==> src/rtl/gray_decoder_rx_if.sv <==
// Handshake bundle between a Gray-coded count source and gray_decoder_rx.
// The master drives the Gray count and enable; the slave returns the decoded value and its status.
interface gray_decoder_rx_if #(
  parameter int WIDTH = 4
);
  logic [WIDTH-1:0] gray_in;
  logic             enable;
  logic [WIDTH-1:0] binary_out;
  logic             valid;
  logic             step_up;
  logic             step_down;
  logic             hold;
  logic             error;
  logic [7:0]       err_count;

  modport master (
    output gray_in, enable,
    input  binary_out, valid, step_up, step_down, hold, error, err_count
  );

  modport slave (
    input  gray_in, enable,
    output binary_out, valid, step_up, step_down, hold, error, err_count
  );
endinterface

==> src/rtl/gray_decoder_rx.sv <==
// Receive side of a Gray-coded count: synchronizes it, converts it to binary, and
// classifies each step as hold, +1, -1 or illegal, with a relock window after a fault.
module gray_decoder_rx #(
  parameter int WIDTH       = 4,
  parameter int SYNC_STAGES = 2,
  parameter int RELOCK      = 4
) (
  input  logic              clk,
  input  logic              reset,
  gray_decoder_rx_if.slave  bus
);

  typedef enum logic [1:0] {ACQUIRE, TRACK, FAULT} state_t;

  localparam int                 CNT_W       = $clog2(RELOCK + 1);
  localparam logic [CNT_W-1:0]   RELOCK_LAST = CNT_W'(RELOCK - 1);

  logic [WIDTH-1:0] sync_r [SYNC_STAGES];
  logic [WIDTH-1:0] sync_q;
  logic [WIDTH-1:0] decoded;
  logic [WIDTH-1:0] delta;
  logic             is_hold, is_up, is_down;

  state_t           state;
  logic [WIDTH-1:0] prev_r;
  logic [CNT_W-1:0] relock_cnt;

  // The sync chain runs regardless of enable so a stale sample never lingers.
  always_ff @(posedge clk or negedge reset) begin
    // NOTE: sequential state uses non-blocking assignments so every flop samples pre-edge values.
    if (!reset) begin
      // NOTE: this flop array is reset element by element; a RAM-style array would not be.
      for (int i = 0; i < SYNC_STAGES; i++) sync_r[i] <= '0;
    end else begin
      sync_r[0] <= bus.gray_in;
      for (int i = 1; i < SYNC_STAGES; i++) sync_r[i] <= sync_r[i-1];
    end
  end

  assign sync_q = sync_r[SYNC_STAGES-1];

  always_comb begin
    // NOTE: every variable gets a default first so no path leaves it unassigned (no latch).
    decoded            = '0;
    decoded[WIDTH-1]   = sync_q[WIDTH-1];
    for (int i = WIDTH - 2; i >= 0; i--) decoded[i] = decoded[i+1] ^ sync_q[i];
  end

  // Modulo-2^WIDTH difference: 0 is hold, 1 is +1, all-ones is -1 (wrap included).
  assign delta   = decoded - prev_r;
  assign is_hold = (delta == '0);
  assign is_up   = (delta == WIDTH'(1));
  assign is_down = (delta == '1);

  always_ff @(posedge clk or negedge reset) begin
    if (!reset) begin
      state          <= ACQUIRE;
      prev_r         <= '0;
      relock_cnt     <= '0;
      bus.binary_out <= '0;
      bus.valid      <= 1'b0;
      bus.step_up    <= 1'b0;
      bus.step_down  <= 1'b0;
      bus.hold       <= 1'b0;
      bus.error      <= 1'b0;
      bus.err_count  <= '0;
    end else begin
      bus.step_up   <= 1'b0;
      bus.step_down <= 1'b0;
      bus.hold      <= 1'b0;
      bus.error     <= 1'b0;
      if (bus.enable) begin
        prev_r         <= decoded;
        bus.binary_out <= decoded;
        case (state)
          ACQUIRE: begin
            state     <= TRACK;
            bus.valid <= 1'b1;
          end
          TRACK: begin
            if (is_hold)      bus.hold      <= 1'b1;
            else if (is_up)   bus.step_up   <= 1'b1;
            else if (is_down) bus.step_down <= 1'b1;
            else begin
              bus.error  <= 1'b1;
              bus.valid  <= 1'b0;
              relock_cnt <= '0;
              state      <= FAULT;
              if (bus.err_count != 8'hFF) bus.err_count <= bus.err_count + 8'd1;
            end
          end
          FAULT: begin
            // Only an unbroken run of RELOCK identical samples restores tracking.
            if (is_hold) begin
              bus.hold <= 1'b1;
              if (relock_cnt == RELOCK_LAST) begin
                relock_cnt <= '0;
                bus.valid  <= 1'b1;
                state      <= TRACK;
              end else begin
                relock_cnt <= relock_cnt + 1'b1;
              end
            end else begin
              relock_cnt <= '0;
            end
          end
          default: state <= ACQUIRE;
        endcase
      end
    end
  end

endmodule
==> src/flat_wrapper.sv <==
// flat-port wrapper written by rule: the top's interface ports become plain ports
module gray_decoder_rx_flat 
#(
  parameter int WIDTH       = 4,
  parameter int SYNC_STAGES = 2,
  parameter int RELOCK      = 4
)
  (clk, reset, bus_gray_in, bus_enable, bus_binary_out, bus_valid, bus_step_up, bus_step_down, bus_hold, bus_error, bus_err_count);
  gray_decoder_rx_if #(.WIDTH(WIDTH)) bus_i ();
  input  logic clk;
  input  logic reset;
  input wire logic [$bits(bus_i.gray_in)-1:0] bus_gray_in;
  input wire logic [$bits(bus_i.enable)-1:0] bus_enable;
  output wire logic [$bits(bus_i.binary_out)-1:0] bus_binary_out;
  output wire logic [$bits(bus_i.valid)-1:0] bus_valid;
  output wire logic [$bits(bus_i.step_up)-1:0] bus_step_up;
  output wire logic [$bits(bus_i.step_down)-1:0] bus_step_down;
  output wire logic [$bits(bus_i.hold)-1:0] bus_hold;
  output wire logic [$bits(bus_i.error)-1:0] bus_error;
  output wire logic [$bits(bus_i.err_count)-1:0] bus_err_count;
  assign bus_i.gray_in = bus_gray_in;
  assign bus_i.enable = bus_enable;
  assign bus_binary_out = bus_i.binary_out;
  assign bus_valid = bus_i.valid;
  assign bus_step_up = bus_i.step_up;
  assign bus_step_down = bus_i.step_down;
  assign bus_hold = bus_i.hold;
  assign bus_error = bus_i.error;
  assign bus_err_count = bus_i.err_count;
  gray_decoder_rx #(.WIDTH(WIDTH), .SYNC_STAGES(SYNC_STAGES), .RELOCK(RELOCK)) u_core (.clk(clk), .reset(reset), .bus(bus_i));
endmodule
==> config.mk <==
export PLATFORM = sky130hd
export DESIGN_NAME = gray_decoder_rx_flat
export DESIGN_NICKNAME = d
export VERILOG_FILES = /design/src/rtl/gray_decoder_rx_if.sv /design/src/rtl/gray_decoder_rx.sv /design/src/flat_wrapper.sv
export SDC_FILE = /design/constraint.sdc
export NUM_CORES = 1
export LEC_CHECK = 0
export CORE_MARGIN = 1.5
export CORE_UTILIZATION = 50
export CTS_BUF_LIST = sky130_fd_sc_hd__clkbuf_4 sky130_fd_sc_hd__clkbuf_8
export DETAILED_ROUTE_END_ITERATION = 8
export GPL_TIMING_DRIVEN = 0
export PLACE_DENSITY = 0.81
export SYNTH_ARGS = -nofsm -noshare
export SYNTH_HDL_FRONTEND = slang
export SYNTH_SLANG_ARGS = --single-unit
==> constraint.sdc <==
create_clock -name clk -period 6.5 [get_ports clk]
set_input_delay 1.95 -clock clk [delete_from_list [all_inputs] [get_ports clk]]
set_output_delay 1.95 -clock clk [all_outputs]
set_load 0.005 [all_outputs]
==> results of run 1 <==
layout make-up:
| type | instances | area [um2] |
|---|---|---|
| buffer | 1 | 3.75 |
| tap | 31 | 38.8 |
| inverter | 7 | 26.3 |
| clock inverter | 2 | 60.1 |
| clock buffer | 6 | 51.3 |
| multi-input combinational | 100 | 757 |
| fill | 231 | 916 |
| sequential | 30 | 751 |
| timing repair buffer | 23 | 225 |
flip-flops by register name (all words and copies together) (netlist names):
signal                flops
u_core.bus.err_count      8
u_core.bus.error          1
u_core.bus.hold           1
u_core.bus.step_down      1
u_core.bus.step_up        1
u_core.bus.valid          1
u_core.prev_r             4
u_core.relock_cnt         3
u_core.state              2
u_core.sync_q             4
u_core.sync_r             4
Yosys cell counts, types with 2 or more instances:
cell,number
dfrtp_1,30
ha_1,11
xnor2_1,10
nor2_1,8
inv_1,7
nand2_1,6
nand3_1,5
nor3_1,5
o21ai_0,5
nor4_1,4
a21oi_1,3
mux2_2,3
nand2b_1,3
nand4_1,3
xor2_1,3
a211oi_1,2
and3_1,2
and3b_1,2
nor3_2,2
o22ai_1,2
cells by family after synthesis:
family                     count (synthesis)
xor gates and xnor gates                  14
DFF                                       30
buffers and inverters                      8
adders and majority gates                 12
muxes                                      5
and+or+nand+nor                           46
AOI/OAI and AO/OA                         23
through the flow:
stage          hold slack (ns)  cells  setup slack [ns]  instance area [um2]  power [mW]
2_1_floorplan            0.331    138              3.39                 1540       0.409
3_3_place_gp             0.333    192              2.69                 1810       0.493
3_5_place_dp             0.335    192              2.66                 1810       0.509
4_1_cts                  0.352    200              3.04                 1920       0.711
5_1_grt                  0.363    200              2.88                 1910       0.750
6_report                 0.346    200              3.04                 1910       0.708
placed cells by master (no fill, tap or decap), types with 2 or more instances in the layout:
cell,netlist,layout
nand2b_1,3,3
mux2_2,3,3
nor3_1,5,5
o21ai_0,5,5
nand4_1,3,3
nand3_1,5,5
nor2_1,8,8
clkdlybuf4s50_1,0,22
and3_1,2,2
ha_1,11,11
clkbuf_4,0,5
a21oi_1,3,3
dfrtp_1,30,30
bufinv_16,0,2
nor3_2,2,2
inv_1,7,7
a211oi_1,2,2
xnor2_1,10,10
nor4_1,4,4
xor2_1,3,3
and3b_1,2,2
nand2_1,6,6
o22ai_1,2,2
where the power goes:
group / total (mW) / internal [mW] / leakage, nW / switching, mW
registers: 0.254 / 0.220 / 0.377 / 0.0341
logic: 0.254 / 0.122 / 0.399 / 0.132
clock network: 0.199 / 0.130 / 0.0585 / 0.0686
total: 0.708 / 0.473 / 0.834 / 0.235
worst max path at each step:
stage | slack, ns | startpoint | to | cells past startpoint
2_1_floorplan | 3.39 | bus_enable | u_core.bus.err_count[7] | 5
3_3_place_gp | 2.69 | bus_enable | u_core.bus.err_count[7] | 6
3_5_place_dp | 2.66 | bus_enable | u_core.bus.err_count[7] | 6
4_1_cts | 3.04 | bus_enable | u_core.bus.err_count[7] | 6
5_1_grt | 2.88 | bus_enable | u_core.bus.err_count[7] | 6
6_report | 3.04 | bus_enable | u_core.state[1] | 6
routing by layer:
layer / vias to the layer above / routed length [um]
met5: - / 0
met4: 0 / 89
met3: 8 / 171
met2: 39 / 1610
met1: 566 / 1200
li1: 549 / -
critical path, delay by kind of cell:
kind	cells	cell delay [ns]
compound gates	1	0.06
buf+inv	2	0.87
mux	1	0.33
simple gates	2	0.49
==> out/metrics.yaml, run 1 <==
insertion_delay_ns: 0.35
critPathSlowestCell: "clkdlybuf4s50_1"
clk_pin_slew_worst_paths_ns: 0.10
worst_slew_pin_slew_ns: 0.641
grt_usage: 0.215
cts_buffers: 5
post-route-period-util: 0.532
min_path_type: "register to register"
synth_edf_count: 0
dpl.hpwl_um: 2320
dr_total_vias: 1162
leakagePower_nw: 0.834
drt_iter0_drc: 50
viasPerCell: 5.81
synthFlopType: "dfrtp_1"
grtUsageMet3: 0.0462
fin_skew_ns: 0.00890
synthesis.area_um2: 1540
grt_max_degree: 31
area_growth_pct: 24.4
fp.dieW_um: 58.5
h-tree-depth: 2
muxShareOfSynthArea: 0.0358
reg2regPathDepth: 11
timing.rr.start: "u_core.sync_q[3]"
async_flop_share: 1.00
grt_util_met1: 0.249
hold_viol: 0
wl_um: 3070
cts_max_path_buffers: 2
min_path_cells: 0
core_area_um2: 2830
place.gp.congestion: 0.865
synthTopCellsByArea: "dfrtp_1 (49%), ha_1 (9.0%), xnor2_1 (5.7%)"
ys_seq_area_frac: 0.488
grtUsageMet2: 0.360
hold_end: "u_core.sync_q[3]"
path_cells: "clkdlybuf4s50_1 > clkbuf_1 > nor2b_1 > a31oi_1 > and3b_1 > mux2_1"
critical_path_arrival_ns: 3.70
ant_nets: 0
startpoint_type: "input pin"
setup_viol_count_final: 0
cts_tree: "yes"
fp.dieH_um: 58.5
start_util: 0.544
maxCapViolCount: 0
synth_nets: 157
nNetsFinal: 187
relSlewSlack: 0.572
synth.avg_cell_area_um2: 11.1
end_kind: "register"
antenna_found_initial: 0
cts_resized: 0
rsz0062_at_grt: "false"
cts.sinks: 30
drtPass1Iterations: 4
synth_top_family_by_area: "simple AND/OR/NAND/NOR gates"
ys_seq_elements: 30
synth_cells: 138
yosysWarnings: 0
holdBufCountCts: 0
required_ns: 6.74
gr-total-overflow: 0
io_buffers: 23
die-area_um2: 3420
maxSlewViolCount: 0
cts-root-buf: "clkbuf_4"
grt_pass1_vias: 1185
n_antenna_cell: 0
synth_compound_area_frac: 0.0985
status: "complete, no violations"
synthAdderAreaFrac: 0.103
cts_setup_buffers: 0
synth-simple-area-share: 0.171
ys_types: 42
drive_above_1_share: 0.112
tns_ns: 0
power-per-cell-area_nw_per_um2: 370
yosys.area_share.xor_xnor: 0.0846
netlist.area_leader.share: 0.488
io_pins: 24
min-delay-start: "u_core.sync_r[7]"
grt_pass1_wl_um: 5320
drc: 0
period_needed_ns: 3.46
row_count: 19
path_class: "input pin to register"
rr_endpoint: "u_core.state[1]"
crit_path_max_fanout: 10
peakVddDrop_mv: 0.255
synth_top_area_cell: "dfrtp_1"
grt-busiest-layer: "met2"
drt-wirelength-per-cell_um: 15.4
utilization: 0.676
slowest_delay_ns: 0.51
fmax_mhz: 289
rrSetupSlack_ns: 3.13
Note: power is estimated with default switching activity, not from simulation.
==> inputs of run 2 (changes only) <==
- clock period: 6.5 -> 3.6 ns (I/O delays scaled with it)
==> results of run 2 <==
Same layout as run 1 (identical final DEF). Status: complete, no violations.
Main changes from that run: setup slack after placement 2.66 ns -> 0.256 ns; setup slack after layout 3.04 ns -> 0.231 ns; start point of the critical path bus_enable -> u_core.sync_q[3]; register-to-register setup slack 3.13 ns -> 0.23 ns; total power 0.708 mW -> 1.28 mW; worst IR drop on VDD 0.255 mV -> 0.461 mV
==> inputs of run 3 (changes only) <==
- MAX_ROUTING_LAYER: unset -> met4
- SLEW_MARGIN: unset -> 20
==> run 3 against run 2 <==
Against the previous run: worst hold slack gained 0.00061 ns; core utilization is the same; worst setup slack improved by 0.0082 ns; combinational power barely moved; maximum frequency is 0.25% higher; sequential power hardly changed; non-clock buffer count stayed put; sequential cell count stayed put; die area unchanged; critical endpoint unchanged; clock-buffer cell count did not move; final cell count is the same; global-route usage rose by 0.32 points.
==> out/metrics.yaml, run 3 (same netlist as run 1, synthesis figures left out) <==
status: "complete, no violations"
nFillCells: 228
cts_buffers: 5
cpMostUsedCell: "xnor2_1"
drtPass1Iterations: 4
clk_pin_slew_worst_paths_ns: 0.10
grt_pass1_wl_um: 5260
instances_no_fill: 200
gr-total-overflow: 0
registers.top_by_ff_count: "u_core.bus.err_count"
cts.sinks: 30
reg2regPathDepth: 11
dpl.hpwl_um: 2310
cts_resized: 0
antenna_found_initial: 0
min_path_cells: 0
startpoint_type: "register"
crit_cells: 11
place_area_um2: 1800
post-route-period-util: 0.933
maxSlewViolCount: 0
drc: 0
dp.cells: 192
row_count: 19
place.gp.congestion: 0.879
drt-wirelength-per-cell_um: 15.1
cts_max_path_buffers: 2
grt_pass1_vias: 1179
critical_path_arrival_ns: 3.59
dr_total_vias: 1153
path_buf_inv: 1
critPathSlowestCell: "xnor2_1"
n_antenna_cell: 0
grt_max_degree: 31
drive_above_1_share: 0.112
fmax_mhz: 298
insertion_delay_ns: 0.34
core_area_um2: 2830
p_sw_uw: 421
min_path_type: "register to register"
tns_ns: 0
fp.dieH_um: 58.5
io_buffers: 23
peakVddDrop_mv: 0.463
power-per-cell-area_nw_per_um2: 666
wl_um: 3030
combPwrFrac: 0.360
path_cells: "xnor2_1 > xnor2_1 > xnor2_1 > ha_1 > inv_1 > fa_1 > xor2_1 > nor3_1 > a31oi_1 > and3b_1 > mux2_1"
p_int_uw: 853
fin_skew_ns: 0.00960
slowest_delay_ns: 0.47
layout_common_cells: "dfrtp_1 (30), clkdlybuf4s50_1 (22), ha_1 (11)"
crit_path_max_fanout: 4
maxCapViolCount: 0
pwr-share-seq: 0.361
mostFrequentLayoutCell: "dfrtp_1"
cts_setup_buffers: 0
leakagePower_nw: 0.834
swShare: 0.330
worst_slew_pin_slew_ns: 0.636
hold_viol: 0
largest_register_ffs: 8
relSlewSlack: 0.576
ant_nets: 0
setup_slack_ns: 0.239
required_ns: 3.83
period_needed_ns: 3.36
cts-root-buf: "clkbuf_4"
rsz0062_at_grt: "false"
die-area_um2: 3420
fin_area_um2: 1910
end_kind: "register"
path_class: "register to register"
cp_top_family: "XOR/XNOR gates"
io_pins: 24
setup_viol_count_final: 0
start_util: 0.544
pwr-share-clk: 0.279
viasPerCell: 5.77
cts_tree: "yes"
area_growth_pct: 24.4
holdBufCountCts: 0
h-tree-depth: 2
post-place-ws_ns: 0.261
fp.dieW_um: 58.5
nNetsFinal: 187
drt_iter0_drc: 43
grt_usage: 0.218
run 3: cell counts in the layout (fill, tap and decap cells not counted):
No cell type changed its count.
run 3: metrics by stage:
step / util / power [mW] / hold WS, ns
4_1_cts: 0.676 / 1.28 / 0.352
6_report: 0.676 / 1.27 / 0.347
3_5_place_dp: 0.637 / 0.919 / 0.335
3_3_place_gp: 0.639 / 0.891 / 0.333
5_1_grt: 0.676 / 1.35 / 0.363
2_1_floorplan: - / 0.738 / 0.331
run 3: worst reg2reg max path, stage by stage, from the launching register on:
cell and delay (ns):
dfrtp_1 0.46, xnor2_1 0.20, xnor2_1 0.47, xnor2_1 0.21
ha_1 0.22, inv_1 0.06, fa_1 0.41, xor2_1 0.34
nor3_1 0.09, a31oi_1 0.23, and3b_1 0.24, mux2_1 0.31
run 3: cell type report:
class / instances / area [um2] / area share
clock buffers: 6 / 51.3 / 0.0268
multi-input cells: 100 / 757 / 0.396
well taps: 31 / 38.8 / 0.0203
plain buffers: 1 / 3.75 / 0.00196
clock inverters: 2 / 60.1 / 0.0314
inverters: 7 / 26.3 / 0.0137
flip-flops and latches: 30 / 751 / 0.392
repair buffers: 23 / 225 / 0.118
run 3: path summary, 6_finish.rpt:
check | start | end | slack (ns)
hold / removal | u_core.sync_r[7] | u_core.sync_q[3] | 0.35
max in group asynchronous | reset | u_core.sync_r[4] | 2.43
min in group asynchronous | reset | u_core.bus.err_count[5] | 0.75
hold reg to reg | u_core.sync_r[7] | u_core.sync_q[3] | 0.35
setup / recovery | u_core.sync_q[3] | u_core.state[1] | 0.24
setup reg to reg | u_core.sync_q[3] | u_core.state[1] | 0.24
run 3: power by group through the flow:
| stage | sequential [mW] | clock (mW) | combinational, mW |
|---|---|---|---|
| final | 0.460 | 0.356 | 0.458 |
| after detailed placement | 0.467 | 0 | 0.452 |
| after floorplan | 0.460 | 0 | 0.278 |
| after CTS | 0.460 | 0.364 | 0.458 |
| after global placement | 0.460 | 0 | 0.431 |
| after global routing | 0.472 | 0.377 | 0.504 |
run 3: per-layer routing:
layer / GRT usage / vias to the layer above / share of wire
li1: - / 550 / -
met1: 0.252 / 560 / 0.40
met2: 0.350 / 33 / 0.53
met3: 0.0462 / 10 / 0.047
met4: 0.126 / 0 / 0.029
met5: - / - / 0
==> patch 1: new RTL, config.mk and constraints of run 3 <==
`SYNC_STAGES` is set to 2 in 2 places; all go to 4.
--- a/src/rtl/gray_decoder_rx.sv
+++ b/src/rtl/gray_decoder_rx.sv
@@ -2,7 +2,7 @@
 // classifies each step as hold, +1, -1 or illegal, with a relock window after a fault.
 module gray_decoder_rx #(
   parameter int WIDTH       = 4,
-  parameter int SYNC_STAGES = 2,
+  parameter int SYNC_STAGES = 4,
   parameter int RELOCK      = 4
 ) (
   input  logic              clk,
--- a/src/flat_wrapper.sv
+++ b/src/flat_wrapper.sv
@@ -2,7 +2,7 @@
 module gray_decoder_rx_flat 
 #(
   parameter int WIDTH       = 4,
-  parameter int SYNC_STAGES = 2,
+  parameter int SYNC_STAGES = 4,
   parameter int RELOCK      = 4
 )
   (clk, reset, bus_gray_in, bus_enable, bus_binary_out, bus_valid, bus_step_up, bus_step_down, bus_hold, bus_error, bus_err_count);
Behaviour: not the same (Yosys sat finds a counterexample within 4 cycles, from zero or initial values and one cycle with reset low).
==> patch 1 against run 3 <==
- setup slack improved by 0.032 ns
- non-clock buffer count increased by 3
- die area increased by 10%
- sequential cell count increased by 8
- area after synthesis increased by 11%
- total power increased by 7.7%
- routed wire length increased by 1.6%
- design area increased by 10%
- largest cell class is now flip-flops and latches
- largest power group unchanged
==> patch 1: results (changes against run 3) <==
** Outcome
- Outcome :: finished, final reports clean

** Floorplanning
- The width of the die was 61.3 um (+4.9%).

** Placed design
- The global placer's final weighted congestion came to 0.881 (+0.27%).
- Final HPWL DP :: 2230 um (-3.3%)

** Final layout
- Fin nets :: 189 (+1.1%)
- The fill cell total of the finished layout is 251 (+10%).
- The antenna diode count came to 0 (unchanged).
- The largest registers in the layout are u_core.sync_r: 12 flops, u_core.bus.err_count: 8 flops.
- Share of final-layout standard cells stronger than drive strength 1 :: 12.9% (+1.6 points)

** Timing
- The worst clock skew on the final layout was 0.0105 ns (+0.000875 ns).
- The actual slew at the worst max-slew pin is 0.529 ns (-0.107 ns).

** Yosys
- Top cells by count, synth :: sky130_fd_sc_hd__dfrtp_1 (38), sky130_fd_sc_hd__ha_1 (11), sky130_fd_sc_hd__inv_1 (9), sky130_fd_sc_hd__nand2_1 (9), sky130_fd_sc_hd__xnor2_1 (9)
- Async SR Flop Fraction :: 100% (unchanged)
- The number of different library cells in the post-synthesis netlist is 41 (-2.4%).
- The net count after synthesis is 158 (+0.64%).
- The synthesis warning total came to 0 (unchanged).
- The number of flops mapped to enable cells by yosys is 0 (unchanged).
- Main area contributors after synthesis :: sky130_fd_sc_hd__dfrtp_1 (56%), sky130_fd_sc_hd__ha_1 (8.1%), sky130_fd_sc_hd__xnor2_1 (4.6%)
- Portion of the post-synthesis area used by sequential elements :: 55.9% (+7.1 points)

** Clock tree
- The tree is rooted in a sky130_fd_sc_hd__clkbuf_4.
- CTS-repair resized insts :: 0 (unchanged)
- Clock Path Buffers :: 2 (unchanged)
- Clock network latency to the later pin of the worst-skew pair :: roughly 0.35 ns
- Clock-pin slew of the registers on the worst-case setup and hold paths :: 0.12 ns (+0.02 ns)

** Power
- The maximum ir drop on the vdd rail is 324 uV (-30%).
- The static power due to leakage is 0.933 nW (+12%).

** Detailed routing
- The via total after detailed routing was 1138 (-1.3%).
- The iteration-0 DRC count of the detailed router was 54 (+26%).
- The final wirelength was 3070 um (+1.6%).
- Total iterations of the first detailed-routing run :: 4 (unchanged)

** Global route
- The pin count of the biggest net entering global routing was 33 (+6.5%).
- The first-pass GRT wire length is 5130 um (-2.5%).
- The number of global-route vias before repair was 1202 (+2.0%).
- Number of antenna violations at the first check in global routing :: 0 (unchanged)
- The combined global-route utilization of all metal layers came to 19.7% (-2.0 points).

** Critical path
- Largest stage delay on the critical path :: 0.44 ns (-0.03 ns)
- Slowest stage cell, crit path :: sky130_fd_sc_hd__dfrtp_1
- The arrival time reported for the critical path endpoint is 3.56 ns (-0.03 ns).
- Largest driver fanout on the critical path :: 9 (+5)
patch 1: cell count changes after synthesis, moves of 2 or more:
cell / change
sky130_fd_sc_hd__nand2_1: +3
sky130_fd_sc_hd__and3_1: -2
sky130_fd_sc_hd__nand2b_1: -2
sky130_fd_sc_hd__dfrtp_1: +8
sky130_fd_sc_hd__nor2_1: -2
sky130_fd_sc_hd__o21ai_0: -4
sky130_fd_sc_hd__o22ai_1: -2
sky130_fd_sc_hd__and3b_1: -2
sky130_fd_sc_hd__inv_1: +2
sky130_fd_sc_hd__and3_4: +2
sky130_fd_sc_hd__and4_1: +2
sky130_fd_sc_hd__nor3_2: -2
patch 1: layout make-up:
type                       instances  area (um^2)  share of cell area (%)
sequential                        38          951                    45.1
tap                               44         55.1                    2.61
clock buffer                       5         37.5                    1.78
multi-input combinational         89          697                    33.1
clock inverter                     3         68.8                    3.26
inverter                           9         33.8                    1.60
timing repair buffer              24          245                    11.6
buffer                             3         20.0                   0.950
patch 1: cell families after synthesis:
group	share of synthesized area, %
compound gates	5.81
xor+xnor	6.62
fa+ha+maj	9.26
buf+inv	3.16
flops	55.9
mux	4.12
simple gates	15.1
patch 1: path summary, 6_finish.rpt:
kind | startpoint | cells past startpoint | to | slack, ns
hold reg to reg | u_core.sync_r[4] | 0 | u_core.sync_q[0] | 0.36
setup / recovery | u_core.sync_q[3] | 12 | u_core.bus.err_count[1] | 0.27
hold / removal | u_core.sync_r[4] | 0 | u_core.sync_q[0] | 0.36
setup reg to reg | u_core.sync_q[3] | 12 | u_core.bus.err_count[1] | 0.27
min in group asynchronous | reset | 1 | u_core.bus.step_up | 0.55
max in group asynchronous | reset | 2 | u_core.bus.err_count[1] | 2.62
patch 1: worst max-delay path, delay by kind of cell, from the launching register on:
kind	cells	cell delay (ns)
multiplexers	1	0.29
flip-flops	1	0.44
adder cells (fa/ha/maj)	2	0.57
XOR/XNOR	4	1.05
AND/OR/NAND/NOR	3	0.66
buffers and inverters	2	0.21
patch 1: power by group:
group          switching [mW]  internal, mW  total, mW
registers              0.0655         0.493      0.559
clock network           0.149         0.217      0.366
logic                   0.216         0.232      0.448
patch 1: routing by layer:
layer	wire, um	share of wire, %	up-vias	track usage [%]
met5	0	0	-	-
met4	77	2.5	0	8.21
met3	145	4.7	11	4.41
met2	1540	50	37	32.4
met1	1310	43	543	23.6
li1	-	-	547	-
patch 1: metrics by stage:
stage	setup slack, ns	std cells	instance area [um^2]	hold WS (ns)
after floorplan	0.619	139	1700	0.331
after global placement	0.437	206	1990	0.331
after detailed placement	0.343	207	2000	0.335
after CTS	0.299	215	2110	0.363
after global routing	0.0930	215	2110	0.370
final	0.272	215	2110	0.360
==> patch 2: new RTL, config.mk and constraints of run 3 <==
Without the edit above. Make the reset (`reset`) synchronous in 2 clocked blocks.
--- a/src/rtl/gray_decoder_rx.sv
+++ b/src/rtl/gray_decoder_rx.sv
@@ -26,7 +26,7 @@
   logic [CNT_W-1:0] relock_cnt;
 
   // The sync chain runs regardless of enable so a stale sample never lingers.
-  always_ff @(posedge clk or negedge reset) begin
+  always_ff @(posedge clk) begin
     // NOTE: sequential state uses non-blocking assignments so every flop samples pre-edge values.
     if (!reset) begin
       // NOTE: this flop array is reset element by element; a RAM-style array would not be.
@@ -52,7 +52,7 @@
   assign is_up   = (delta == WIDTH'(1));
   assign is_down = (delta == '1);
 
-  always_ff @(posedge clk or negedge reset) begin
+  always_ff @(posedge clk) begin
     if (!reset) begin
       state          <= ACQUIRE;
       prev_r         <= '0;
Behaviour: differs if reset is asserted again (counterexample within 4 cycles, from zero or initial values and one cycle with reset low); with reset held inactive, the same outputs for 10 cycles.
==> patch 2 against run 3 <==
- global-route usage is 1.5 points lower
- design area decreased by 6.3%
- area after synthesis fell by 4.5%
- sequential cell count unchanged
- clock skew is 0.0046 ns lower
- via count fell by 1.2%
- setup slack improved by 0.11 ns
- routed wire length fell by 7.1%
Power is not compared: it rests on default switching activity, and its combinational part moved more than twofold at a synthesized area within 25%.
==> patch 2: results (changes against run 3) <==
** Detailed routing
- Met3 Routed Length :: 122 um (-13%)
- The average routed wire per standard cell is 13.3 um (-12%).
- The total routed wire length on the met1 layer is 1260 um (+4.9%).
- The iteration-0 DRC count of the detailed router is 26 (-40%).

** Final layout
- Cell Count, Final, Fillers Out :: 211 (+5.5%)
- Utilization after layout :: 64.4% (-3.2 points)
- The number of clock buffers in the layout came to 7 (+1).
- Fraction of area in clock buffers and inverters :: 3.56% (-2.3 points)
- Register fraction of the total cell area :: 33.5% (-5.7 points)
- The count of multi-input gates came to 106 (+6.0%).
- The fraction of layout instances using a drive strength above 1 was 10.0% (-1.2 points).
- The number of logic inverters in the finished layout is 9 (+2).

** Placed design
- Number of placed instances, taps included :: 203 (+5.7%)
- The global placer's final weighted congestion was 0.825 (-6.2%).
- Final HPWL DP :: 2150 um (-7.0%)

** Yosys
- Among all flip-flop cells after synthesis, the most frequent one is sky130_fd_sc_hd__dfxtp_1.
- Synthesized area divided by synthesized cell count :: 9.79 um^2 (-12%)
- The xor-xnor portion of the synthesized cell area was 5.28% (-3.2 points).
- The complex-gate fraction of the synthesized area was 10.1% (+0.21 points).
- Distinct cells, synth :: 40 (-4.8%)
- Portion of netlist area occupied by mux cells :: 4.77% (+1.2 points)
- Share of synthesized cell area in full adder, half adder and majority cells :: 9.03% (-1.2 points)
- Portion of the post-synthesis area used by sequential elements :: 40.9% (-7.9 points)
- Top cells by count, synth :: sky130_fd_sc_hd__dfxtp_1 (30), sky130_fd_sc_hd__nand2_1 (15), sky130_fd_sc_hd__and2_1 (12)

** Critical path
- Slowest stage cell, crit path :: sky130_fd_sc_hd__or3_1
- The worst register-to-register path begins at u_core.sync_r[0][7].
- Following the worst setup path forward leads to its endpoint at u_core.relock_cnt[1].
- CP Data Arrival Time :: 3.50 ns (-0.09 ns)

** Worst hold path
- The startpoint identified for the worst hold timing path is u_core.sync_r[0][2].
- The number of cells on the worst hold path came to 1 (+1).
- The path with the worst hold slack has its endpoint at u_core.sync_r[0][6].

** Global route
- Wire length of the first global-routing pass :: 4890 um (-7.1%)
- The global routing met1 resource utilization was 23.7% (-1.5 points).
- GRT Resource Usage Total :: 20.3% (-1.5 points)
- Global-route track usage on met3 :: 4.99% (+0.37 points)
- Pin count of the biggest net entering global routing :: 11 (-65%)
- Global-route track usage on met2 :: 32.0% (-3.0 points)

** Timing
- Worst hold-check slack :: 0.440 ns (+0.0933 ns)
- The worst clock skew on the final layout came to 0.00495 ns (-0.00465 ns).

** Outcome
- The flow ran to the end, and the final reports show no timing, DRC or antenna violations.
-- patch 2: cell count changes after synthesis, moves of 5 or more --
| cell | run 3 | this run |
|---|---|---|
| sky130_fd_sc_hd__dfrtp_1 | 30 | 0 |
| sky130_fd_sc_hd__dfxtp_1 | 0 | 30 |
| sky130_fd_sc_hd__and2_1 | 1 | 12 |
| sky130_fd_sc_hd__nand2_1 | 6 | 15 |
| sky130_fd_sc_hd__xnor2_1 | 10 | 3 |
| sky130_fd_sc_hd__mux2i_1 | 1 | 7 |
| sky130_fd_sc_hd__nor2_1 | 8 | 3 |
-- patch 2: power breakdown --
group | leakage (nW) | total, mW | internal, mW | switching, mW
sequential | 0.245 | 0.355 | 0.345 | 0.0101
combinational | 0.471 | 0.146 | 0.0660 | 0.0800
clock | 0.0387 | 0.214 | 0.102 | 0.112
